### config.mk
export PLATFORM = sky130hd
export DESIGN_NAME = dmem_stage_ctrl
export DESIGN_NICKNAME = d
export VERILOG_FILES = /design/src/rtl/dmem_stage_ctrl.sv
export SDC_FILE = /design/constraint.sdc
export NUM_CORES = 1
export LEC_CHECK = 0
export CAP_MARGIN = 25
export CORE_MARGIN = 2
export CORE_UTILIZATION = 45
export DETAILED_ROUTE_END_ITERATION = 10
export PLACE_DENSITY = 0.8
export SYNTH_ARGS = -nofsm -noshare
export SYNTH_HDL_FRONTEND = slang
export SYNTH_SLANG_ARGS = --single-unit
### constraint.sdc
create_clock -name clk -period 4 [get_ports clk]
set_input_delay 0.8 -clock clk [delete_from_list [all_inputs] [get_ports clk]]
set_output_delay 0.8 -clock clk [all_outputs]
set_load 0.02 [all_outputs]
### src/rtl/dmem_stage_ctrl.sv
// Memory-stage controller: issues one mem_system request per load/store,
// stalls the pipeline until completion (or timeout), registers load data and
// exposes trace taps plus saturating request/hit counters.
module dmem_stage_ctrl #(
    parameter int TIMEOUT = 64,
    parameter int CNT_W   = 16
) (
    input  logic             clk,
    input  logic             rst,
    input  logic             ex_valid,
    input  logic             ex_rd,
    input  logic             ex_wr,
    input  logic [15:0]      ex_addr,
    input  logic [15:0]      ex_wdata,
    input  logic             halt,
    input  logic             ms_done,
    input  logic             ms_hit,
    input  logic             ms_err,
    input  logic [15:0]      ms_rdata,
    output logic             ms_rd,
    output logic             ms_wr,
    output logic [15:0]      ms_addr,
    output logic [15:0]      ms_wdata,
    output logic             stall,
    output logic [15:0]      rdata,
    output logic             resp_valid,
    output logic             mem_read_done,
    output logic             mem_write_done,
    output logic             dcache_req,
    output logic             dcache_hit,
    output logic             err,
    output logic [CNT_W-1:0] req_count,
    output logic [CNT_W-1:0] hit_count
);

    // Timeout counter only needs to reach TIMEOUT-1.
    localparam int TW = (TIMEOUT > 1) ? $clog2(TIMEOUT) : 1;
    localparam logic [TW-1:0] TIMEOUT_LAST = TW'(TIMEOUT - 1);

    typedef enum logic [1:0] {
        IDLE = 2'd0,
        WAIT = 2'd1,
        RESP = 2'd2
    } state_t;

    state_t state;
    state_t state_next;

    logic [15:0]      addr_q;
    logic [15:0]      wdata_q;
    logic [15:0]      rdata_q;
    logic             ld_q;
    logic             st_q;
    logic             err_q;
    logic [TW-1:0]    tcnt;
    logic [CNT_W-1:0] req_q;
    logic [CNT_W-1:0] hit_q;

    logic accept;
    logic illegal;
    logic timed_out;

    // A legal access has exactly one of read/write; both set is an illegal op.
    // halt only gates new issue, never an access already in flight.
    assign accept    = ex_valid & (ex_rd ^ ex_wr) & ~halt;
    assign illegal   = ex_valid & ex_rd & ex_wr & ~halt;
    assign timed_out = (tcnt == TIMEOUT_LAST);

    assign rdata     = rdata_q;
    assign req_count = req_q;
    assign hit_count = hit_q;

    // State register; reset abandons any in-flight access without a response.
    always_ff @(posedge clk or posedge rst) begin
        if (rst) begin
            state <= IDLE;
        end else begin
            state <= state_next;
        end
    end

    // Next-state and request/handshake outputs decoded from the current state.
    always_comb begin
        state_next     = state;
        ms_rd          = 1'b0;
        ms_wr          = 1'b0;
        ms_addr        = addr_q;
        ms_wdata       = wdata_q;
        stall          = 1'b0;
        resp_valid     = 1'b0;
        err            = 1'b0;
        mem_read_done  = 1'b0;
        mem_write_done = 1'b0;
        dcache_req     = 1'b0;
        dcache_hit     = 1'b0;
        unique case (state)
            IDLE: begin
                if (accept) begin
                    ms_rd      = ex_rd;
                    ms_wr      = ex_wr;
                    ms_addr    = ex_addr;
                    ms_wdata   = ex_wdata;
                    dcache_req = 1'b1;
                    stall      = 1'b1;
                    state_next = WAIT;
                end else if (illegal) begin
                    stall      = 1'b1;
                    state_next = RESP;
                end
            end
            WAIT: begin
                stall = 1'b1;
                if (ms_done) begin
                    dcache_hit = ms_hit;
                    state_next = RESP;
                end else if (timed_out) begin
                    state_next = RESP;
                end
            end
            RESP: begin
                resp_valid     = 1'b1;
                err            = err_q;
                mem_read_done  = ld_q & ~err_q;
                mem_write_done = st_q & ~err_q;
                state_next     = IDLE;
            end
            default: begin
                state_next = IDLE;
            end
        endcase
    end

    // Request capture, load-data register, error flag and timeout counter.
    always_ff @(posedge clk or posedge rst) begin
        if (rst) begin
            addr_q  <= '0;
            wdata_q <= '0;
            rdata_q <= '0;
            ld_q    <= 1'b0;
            st_q    <= 1'b0;
            err_q   <= 1'b0;
            tcnt    <= '0;
        end else begin
            unique case (state)
                IDLE: begin
                    if (accept) begin
                        addr_q  <= ex_addr;
                        wdata_q <= ex_wdata;
                        ld_q    <= ex_rd;
                        st_q    <= ex_wr;
                        err_q   <= 1'b0;
                        tcnt    <= '0;
                    end else if (illegal) begin
                        ld_q  <= 1'b0;
                        st_q  <= 1'b0;
                        err_q <= 1'b1;
                    end
                end
                WAIT: begin
                    if (ms_done) begin
                        err_q <= ms_err;
                        if (ld_q) begin
                            rdata_q <= ms_rdata;
                        end
                    end else if (timed_out) begin
                        err_q <= 1'b1;
                    end else begin
                        tcnt <= tcnt + 1'b1;
                    end
                end
                RESP: begin
                    err_q <= 1'b0;
                    tcnt  <= '0;
                end
                default: begin
                    err_q <= 1'b0;
                    tcnt  <= '0;
                end
            endcase
        end
    end

    // Saturating count of issued requests; holds at all-ones instead of wrapping.
    always_ff @(posedge clk or posedge rst) begin
        if (rst) begin
            req_q <= '0;
        end else if (dcache_req && (req_q != {CNT_W{1'b1}})) begin
            req_q <= req_q + 1'b1;
        end
    end

    // Saturating count of completed cache hits; spurious done never reaches here.
    always_ff @(posedge clk or posedge rst) begin
        if (rst) begin
            hit_q <= '0;
        end else if (dcache_hit && (hit_q != {CNT_W{1'b1}})) begin
            hit_q <= hit_q + 1'b1;
        end
    end

endmodule

==> results.md, run 1 <==
- R2R Path End: rdata[12]
- Worst flop-to-flop path startpoint: state[1]
- Vias in the first global route: 3434
- Cell row count: 34
- Final nets: ~600
- Clk_lat worst skew: approximately 0.35 ns
- Hold Path Stages: 2
- Register bit count reported by yosys: 91
- Leak pwr: between 2 and 3 nW
- Vert. Die Dim: 99.2 µm
- IO Pins: ~150
- Routed len/inst: between 15 and 20 µm
- RSZ-0062 raised after global routing: false
- CP Capture Type: output pin
- Post-DRT Antenna Nets: 0
- First-pass GRT wire length: about 16000 µm
- Clk sinks: 91
- Worst setup path start: ex_rd
- Die X: 99.2 µm
- DR vias/cell: 5.29
- Mapped Nets: roughly 450
- Share of cells above drive strength 1: 9.59%
- Max Transition Viols Final: 0
- R2r setup slk: about 1.9 ns
- Post-synth EDFFs: 0
- Antenna Cells: 0
- Total power: approximately 3.1 mW
- Most frequent cells in the layout: clkdlybuf4s50_1, nand2_1, dfrtp_1, mux2_2, xnor2_1
- Fillers: around 700
- Post-CTS resize count: 0
- Final worst slack: about 0.40 ns
- Multi-input gate area: between 1500 and 2000 µm²
- Final Non-Filler Cells: 650
- Final hold viol count: 0
- Worst clock skew: ~0.018 ns
- Most used cell along the critical path: nand2_1
- Hold crit path type: reg -> reg
- Commonest non-fill, non-tap cell in the layout: clkdlybuf4s50_1
- Worst Hold Path EP: wdata_q[8]
- TNS Setup: 0 ns
- Synth async-reset ratio: between 90% and 100%
- Relative slew slack: 42.2%
- Hold path startpoint: wdata_q[8]
- # hold bufs at CTS: 0
- Crit path DAT: 2.80 ns
- Crit path kind: in -> out
- Status: finished, final reports clean
- DRT Pass-1 Iters: 4
- Worst-Margin Slew: between 0.8 and 0.9 ns
- Worst path depth: 8
- Yosys cell types: 53
- Mapped Cells: between 300 and 400
- Period utilization: around 90%
- Initial antenna violation count: 0
- Post-Place Cells: 635
- Final Critical Period: between 3 and 4 ns
- Area of the die: between 9000 and 10000 µm²
- Cell area power density: ~530 nW/µm²
- DRT Wirelength: 10100 µm
- CTS buffer count: 9
- Sequence of cells on the critical path: clkdlybuf4s50_1, xor2_1, nand2_1, clkinv_1, buf_12, nand2_1, nand2_1, clkdlybuf4s50_1
- GRT Residual Overflow: 0
- Maximum level of the CTS H-tree: 3
- FF/Latch Area: ~2300 µm²
- Avg Cell Area, Syn: roughly 11 µm²
- Starting Density: between 40% and 50%
- Number of DRC markers in iteration 0: 90
- GPL Wtd Cong: approximately 0.83
- PortBufs: 145
- DP HPWL: ~7500 µm
- Synth Cell Area: 4080 µm²
- Critical Path RT: about 3.2 ns
- Overall global routing resource usage: between 20% and 30%
- DP Worst Slack: between 0.3 and 0.4 ns
- CP bufs+invs: 4
- Synth-to-layout area growth: 44.5%
- Max incr delay on CP: between 0.6 and 0.7 ns
- Reg2reg path depth: 3
- Reg clk slew, reported paths: approximately 0.08 ns
- Placeable Area: ~8800 µm²
- Max clock buf depth: 2
- Via count: 3437
- Sequential-to-total area share from yosys stat: ~56%
- Max Freq: around 280 MHz
- Largest net degree at the start of global routing: between 40 and 50
- Max Cap Viol: 0
- CTS tree: done
- Main flop type after synthesis: dfrtp_1
- Drt drc: 0
- Post-CTS setup buffer count: 0
- Crit-path slowest cell: clkdlybuf4s50_1
- Final setup violation count: 0
- Crit path max-delay family: buffers and inverters
- Crit path launch type: input pin
- VDD IR-drop max: 0.371 mV
- Synth warnings: 0
- Root Driver: clkbuf_8
- Max FO, Critical Path: 35
[power breakdown]
| group | total [mW] | internal, mW | switching, mW |
|---|---|---|---|
| Sequential | 1.29 | 1.15 | 0.143 |
| Combinational | 1.16 | 0.575 | 0.589 |
| Clock | 0.694 | 0.370 | 0.324 |
[sequential cells by signal, summed over array words and instances (netlist names), 2 cells and up]
name and flops:
addr_q 16, hit_count 16, rdata 16, req_count 16, wdata_q 16, tcnt 6
state 2
[metrics by stage]
stage          utilization [%]  hold WS (ns)  cell area, µm²
6_report                  67.2         0.475            5890
5_1_grt                   67.2         0.498            5890
4_1_cts                   67.2         0.479            5890
3_5_place_dp              64.7         0.457            5670
3_3_place_gp              64.7         0.453            5670
2_1_floorplan                -         0.479            4080
[cell families (layout without fill, tap and decap cells)]
kind of cell	after synthesis	in the layout	synth area share, %
simple gates	196	196	24.5
flops	91	91	55.8
compound gates	33	33	5.43
xor+xnor	26	26	5.77
mux	20	20	5.49
buf+inv	18	173	2.09
fa+ha+maj	3	3	0.921
[worst max path at each step]
stage | to
floorplan | addr_q[0]
global placement | ms_addr[3]
detailed placement | ms_addr[4]
CTS | ms_addr[4]
global route | ms_addr[4]
finish | ms_addr[4]
[cells in the mapped netlist, types with 2 or more instances]
master    count  area [µm²]
clkbuf_1      5        18.8
nor2b_1       3        18.8
nand3_1      12        60.1
xnor2_1      15         131
and3b_1       3        26.3
xor2_1       10        87.6
nor2_1       10        37.5
o211ai_1      2        15.0
o21a_1        3        22.5
a31oi_1       2        12.5
o21ai_0       6        30.0
nor3_1       10        50.1
mux2_1        2        22.5
nor4_4        2        42.5
dfrtp_1      91        2280
mux2_2       17         191
and3_1        7        43.8
nor4_2        4        50.1
nand2_1     114         428
or3_1         2        12.5
inv_1         5        18.8
and4_1        2        17.5
a211o_1       2        17.5
nand4_1      11        68.8
nand4b_1      2        17.5
buf_2         5        25.0
a21oi_1      10        50.1
ha_1          3        37.5
nor4_1        3        18.8
[layer usage]
metal | GRT usage, % | share of wire, % | up-vias
li1 | - | - | 1643
met1 | 27.5 | 43 | 1653
met2 | 33.0 | 47 | 123
met3 | 5.27 | 7.3 | 18
met4 | 7.80 | 2.0 | 0
met5 | 0 | 0 | -
[final cells by class]
type	instances	area share (%)
well taps	108	2.29
multi-input cells	278	29.1
flip-flops and latches	91	38.6
clock inverters	5	1.47
inverters	6	0.403
clock buffers	10	2.34
repair buffers	152	25.7
[tightest hold or removal path, cell delays in order (launching register included)]
cell,delay [ns]
dfrtp_1,0.33
nand2_1,0.04
nand2_1,0.07
No activity file was read; power rests on OpenSTA's default activity.
==> inputs of run 2 (changes only) <==
--- a/config.mk
+++ b/config.mk
@@ -6,7 +6,7 @@
 export NUM_CORES = 1
 export LEC_CHECK = 0
 export CAP_MARGIN = 25
-export CORE_MARGIN = 2
+export CORE_MARGIN = 1.5
 export CORE_UTILIZATION = 45
 export DETAILED_ROUTE_END_ITERATION = 10
 export PLACE_DENSITY = 0.8
==> results.md, run 2 (synthesized netlist as in run 1, its figures left out) <==
- Max incr delay on CP: around 0.63 ns
- CP Capture Type: output pin
- Clk network pwr share: between 20% and 30%
- Hold crit path type: reg -> reg
- CTS buffer count: 9
- Crit path kind: in -> out
- Worst-Margin Slew: 0.876 ns
- Post-DRT Antenna Nets: 0
- RSZ-0062 raised after global routing: false
- Post-CTS setup buffer count: 0
- Final hold viol count: 0
- Total power: ~3.1 mW
- Starting Density: 46.5%
- Sw Ratio: 34.8%
- Switch Pwr: 1.08 mW
- Crit path max-delay family: buffers and inverters
- # hold bufs at CTS: 0
- Max Transition Viols Final: 0
- GPL Wtd Cong: ~0.86
- IO Pins: 146
- Share of cells above drive strength 1: about a tenth
- R2r setup slk: 1.86 ns
- VDD IR-drop max: 0.333 mV
- Drt drc: 0
- Vert. Die Dim: slightly below 100 µm
- CTS tree: done
- Clk sinks: 91
- Status: finished, final reports clean
- Post-CTS resize count: 0
- Cell row count: 34
- Routed len/inst: 15.6 µm
- Crit-path slowest cell: clkdlybuf4s50_1
- First-pass GRT wire length: 17100 µm
- Clk_lat worst skew: about 0.34 ns
- Final setup violation count: 0
- CP bufs+invs: 4
- DR vias/cell: around 5.3
- Worst flop-to-flop path startpoint: state[1]
- Hold path startpoint: addr_q[15]
- DRT Wirelength: just over 10000 µm
- Max Cap Viol: 0
- Vias in the first global route: 3539
- Pint: roughly 2.0 mW
- Most frequent cells in the layout: clkdlybuf4s50_1, nand2_1, dfrtp_1, mux2_2, xnor2_1
- Non-Filler Cell Area, Final: 5870 µm²
- Most used cell along the critical path: nand2_1
- Relative slew slack: approximately two fifths
- Max FO, Critical Path: 35
- Combinational Power Share: a little under two fifths
- Final Critical Period: 3.73 ns
- Largest net degree at the start of global routing: 39
- PortBufs: roughly 150
- Initial antenna violation count: 0
- Max Freq: between 200 and 300 MHz
- Reg2reg path depth: 3
- Sequential fraction of design power: 41.4%
- Number of DRC markers in iteration 0: 86
- Max clock buf depth: 2
- R2R Path End: rdata[6]
- Critical Path RT: between 3 and 4 ns
- Hold Path Stages: 2
- Reg clk slew, reported paths: ~0.09 ns
- Period utilization: 93.2%
- Commonest non-fill, non-tap cell in the layout: clkdlybuf4s50_1
- Die X: slightly below 100 µm
- Final Non-Filler Cells: roughly 650
- Overall global routing resource usage: around 22%
- Antenna Cells: 0
- Area of the die: just under 10000 µm²
- GRT Residual Overflow: 0
- Placeable Area: roughly 9000 µm²
- Maximum level of the CTS H-tree: 3
- Crit path launch type: input pin
- Via count: roughly 3500
- Final nets: 598
- TNS Setup: 0 ns
- Root Driver: clkbuf_8
- Fillers: about 690
- Cell area power density: roughly 530 nW/µm²
- Post-Place Cells: approximately 640
- Leak pwr: 2.62 nW
- DRT Pass-1 Iters: 4
- Sequence of cells on the critical path: clkdlybuf4s50_1, nor4b_4, nand2_1, clkinv_1, buf_12, nand2_1, nand2_1, clkdlybuf4s50_1
- Placed inst area: 5670 µm²
- Worst Hold Path EP: addr_q[15]
- Synth-to-layout area growth: 44.1%
- DP HPWL: 7440 µm
- Worst clock skew: approximately 0.011 ns
- Crit path DAT: roughly 3 ns
run 2: cell types whose count changed in the layout (fill, tap and decap cells not counted), sizes merged:
cell / previous run / this run
bufinv: 2 / 1
clkinvlp: 0 / 2
clkbuf: 10 / 9
clkinv: 4 / 2
inv: 5 / 8
run 2: final cells by class:
type | instances | area, µm² | share of cell area [%]
tap | 108 | 135 | 2.30
sequential | 91 | 2280 | 38.8
multi-input combinational | 278 | 1720 | 29.2
clock inverter | 7 | 82.6 | 1.41
timing repair buffer | 152 | 1520 | 25.8
inverter | 6 | 23.8 | 0.405
clock buffer | 9 | 124 | 2.11
run 2: how the worst max path moves through the flow:
stage,from,cells past startpoint,end,slack (ns)
global placement,halt,8,ms_addr[7],0.36
floorplan,rst,1,addr_q[0],0.84
global route,halt,8,ms_addr[13],0.16
detailed placement,halt,8,ms_addr[7],0.29
CTS,halt,8,ms_addr[7],0.29
finish,halt,8,ms_addr[2],0.27
run 2: stage by stage:
stage               setup slack [ns]  utilization, %  hold slack, ns
global route                   0.162            67.0           0.507
floorplan                      0.836               -           0.479
finish                         0.272            67.0           0.480
global placement               0.358            64.7           0.453
detailed placement             0.290            64.7           0.460
CTS                            0.288            67.0           0.483
run 2: power groups by stage:
stage / logic (mW) / registers [mW] / clock network (mW)
after floorplan: 0.450 / 1.42 / 0
after global placement: 1.15 / 1.29 / 0
after detailed placement: 1.18 / 1.31 / 0
after CTS: 1.18 / 1.29 / 0.667
after global routing: 1.25 / 1.32 / 0.707
final: 1.17 / 1.29 / 0.648
run 2: worst reg2reg max path, stage by stage (launching register included):
cell and delay, ns:
dfrtp_1 0.51, and2b_1 0.33, nand3_1 0.64, mux2_2 0.54
run 2: layer usage:
layer	vias to the layer above	global-route usage [%]	wire, µm
li1	1634	-	-
met1	1700	28.2	4440
met2	108	35.6	4920
met3	12	4.87	639
met4	0	7.37	141
met5	-	0	0
==> inputs of run 3 (changes only) <==
--- a/config.mk
+++ b/config.mk
@@ -7,9 +7,9 @@
 export LEC_CHECK = 0
 export CAP_MARGIN = 25
 export CORE_MARGIN = 1.5
-export CORE_UTILIZATION = 45
+export CORE_UTILIZATION = 40
 export DETAILED_ROUTE_END_ITERATION = 10
-export PLACE_DENSITY = 0.8
+export PLACE_DENSITY = 0.73
 export SYNTH_ARGS = -nofsm -noshare
 export SYNTH_HDL_FRONTEND = slang
 export SYNTH_SLANG_ARGS = --single-unit
==> results.md, run 3 (synthesized netlist as in run 1, its figures left out) <==
- Worst-Margin Slew: 0.927 ns
- Post-CTS resize count: 0
- Die X: 104 µm
- Clk sinks: between 90 and 100
- Metal2 WL: a little over 5000 µm
- Routed len/inst: ~15 µm
- Top Layer Used: met4
- Max incr delay on CP: approximately 0.63 ns
- Worst setup path endpoint: ms_addr[14]
- First-pass GRT wire length: around 17000 µm
- Worst setup path start: ex_rd
- PortBufs: 145
- Leak pwr: 2.62 nW
- Crit-path slowest cell: clkdlybuf4s50_1
- R2r setup slk: roughly 1.8 ns
- Post-CTS setup buffer count: 0
- Post-DRT Antenna Nets: 0
- Initial antenna violation count: 0
- Most frequent cells in the layout: clkdlybuf4s50_1, nand2_1, dfrtp_1, mux2_2, xnor2_1
- DRT Pass-1 Iters: 4
- Sequence of cells on the critical path: clkdlybuf4s50_1, xor2_1, nand2_1, clkinv_1, buf_12, nand2_1, nand2_1, clkdlybuf4s50_1
- Crit path DAT: ~2.8 ns
- Cell row count: 36
- Commonest non-fill, non-tap cell in the layout: clkdlybuf4s50_1
- Starting Density: about two fifths
- Most used cell along the critical path: nand2_1
- Max Freq: between 200 and 300 MHz
- Hold crit path type: reg -> reg
- Critical Path RT: ~3.2 ns
- Reg clk slew, reported paths: 0.08 ns
- CP Capture Type: output pin
- Status: finished, final reports clean
- Vert. Die Dim: 104 µm
- Fillers: around 860
- Placeable Area: roughly 10000 µm²
- FF/Latch Area: approximately 2300 µm²
- DR vias/cell: 5.04
- Drt drc: 0
- GPL Wtd Cong: about 0.78
- VDD IR-drop max: roughly 0.4 mV
- Crit path kind: in -> out
- Number of DRC markers in iteration 0: between 100 and 150
- Clk_lat worst skew: roughly 0.36 ns
- Share of cells above drive strength 1: under 10%
- DRT Wirelength: between 10000 and 15000 µm
- Reg2reg path depth: 3
- Multi-input gate area: 1720 µm²
- Max FO, Critical Path: 35
- Vias in the first global route: between 3000 and 4000
- Hold slack: approximately 0.48 ns
- # hold bufs at CTS: 0
- Worst path depth: 8
- Final nets: 598
- Max clock buf depth: 2
- Maximum level of the CTS H-tree: 3
- Largest net degree at the start of global routing: 47
- Worst flop-to-flop path startpoint: state[0]
- Area of the die: ~11000 µm²
- Crit path launch type: input pin
- Relative slew slack: 38.0%
- CTS buffer count: 9
- Synth-to-layout area growth: 44.8%
- CP bufs+invs: 4
- DP HPWL: approximately 7500 µm
- TNS Setup: 0 ns
- R2R Path End: rdata[5]
- Cell area power density: approximately 520 nW/µm²
- Max Cap Viol: 0
- Final setup violation count: 0
- CTS tree: done
- Root Driver: clkbuf_8
- Antenna Cells: 0
- Worst clock skew: 0.0141 ns
- RSZ-0062 raised after global routing: false
- IO Pins: 146
- Overall global routing resource usage: about a fifth
- Final hold viol count: 0
- Metal3 WL: 607 µm
- Via count: ~3400
- Crit path max-delay family: buffers and inverters
- Metal-1 WL: between 4000 and 5000 µm
- GRT Residual Overflow: 0
- Max Transition Viols Final: 0
- Final Critical Period: approximately 3.6 ns
- Period utilization: between 80% and 90%
[run 3: cell count changes in the layout (fill, tap and decap cells not counted)]
cell,previous run,this run
buf_12,1,2
inv_8,1,0
clkinv_4,0,1
clkinv_2,1,4
inv_6,3,0
buf_4,6,5
[run 3: worst min path at each step]
stage / start / to / cells past startpoint
after floorplan: tcnt[0] / tcnt[0] / 1
after global routing: addr_q[12] / addr_q[12] / 2
final: wdata_q[8] / wdata_q[8] / 2
after global placement: wdata_q[2] / wdata_q[2] / 2
after detailed placement: wdata_q[6] / wdata_q[6] / 2
after CTS: addr_q[13] / addr_q[13] / 2
[run 3: final cells by class]
type / instances / share of cell area (%)
Multi-Input combinational cell: 278 / 29.1
Sequential cell: 91 / 38.6
Clock inverter: 7 / 1.17
Clock buffer: 9 / 2.10
Timing Repair Buffer: 152 / 25.9
Tap cell: 133 / 2.82
Inverter: 6 / 0.403
[run 3: power breakdown]
| group | leakage [nW] | switching (mW) | internal (mW) |
|---|---|---|---|
| clock network | 0.0950 | 0.329 | 0.286 |
| logic | 1.35 | 0.598 | 0.576 |
| registers | 1.17 | 0.136 | 1.15 |
[run 3: routing by layer]
layer  global-route usage, %  vias up
met5                       0        -
met4                    7.04        0
met3                    5.39       17
met2                    34.9      115
met1                    22.8     1634
li1                        -     1643
[run 3: worst min-delay path, cell delays in order (launching register included)]
cell,delay (ns)
dfrtp_1,0.33
nand2_1,0.04
nand2_1,0.07
[run 3: stage by stage]
stage / cells / power [mW] / area (µm²) / setup slack [ns] / util (%)
6_report: 676 / 3.07 / 5900 / 0.415 / 60.1
5_1_grt: 676 / 3.24 / 5900 / 0.254 / 60.1
4_1_cts: 676 / 3.11 / 5900 / 0.390 / 60.1
3_5_place_dp: 660 / 2.49 / 5710 / 0.405 / 58.2
3_3_place_gp: 660 / 2.45 / 5710 / 0.434 / 58.2
2_1_floorplan: 387 / 1.87 / 4080 / 0.836 / -
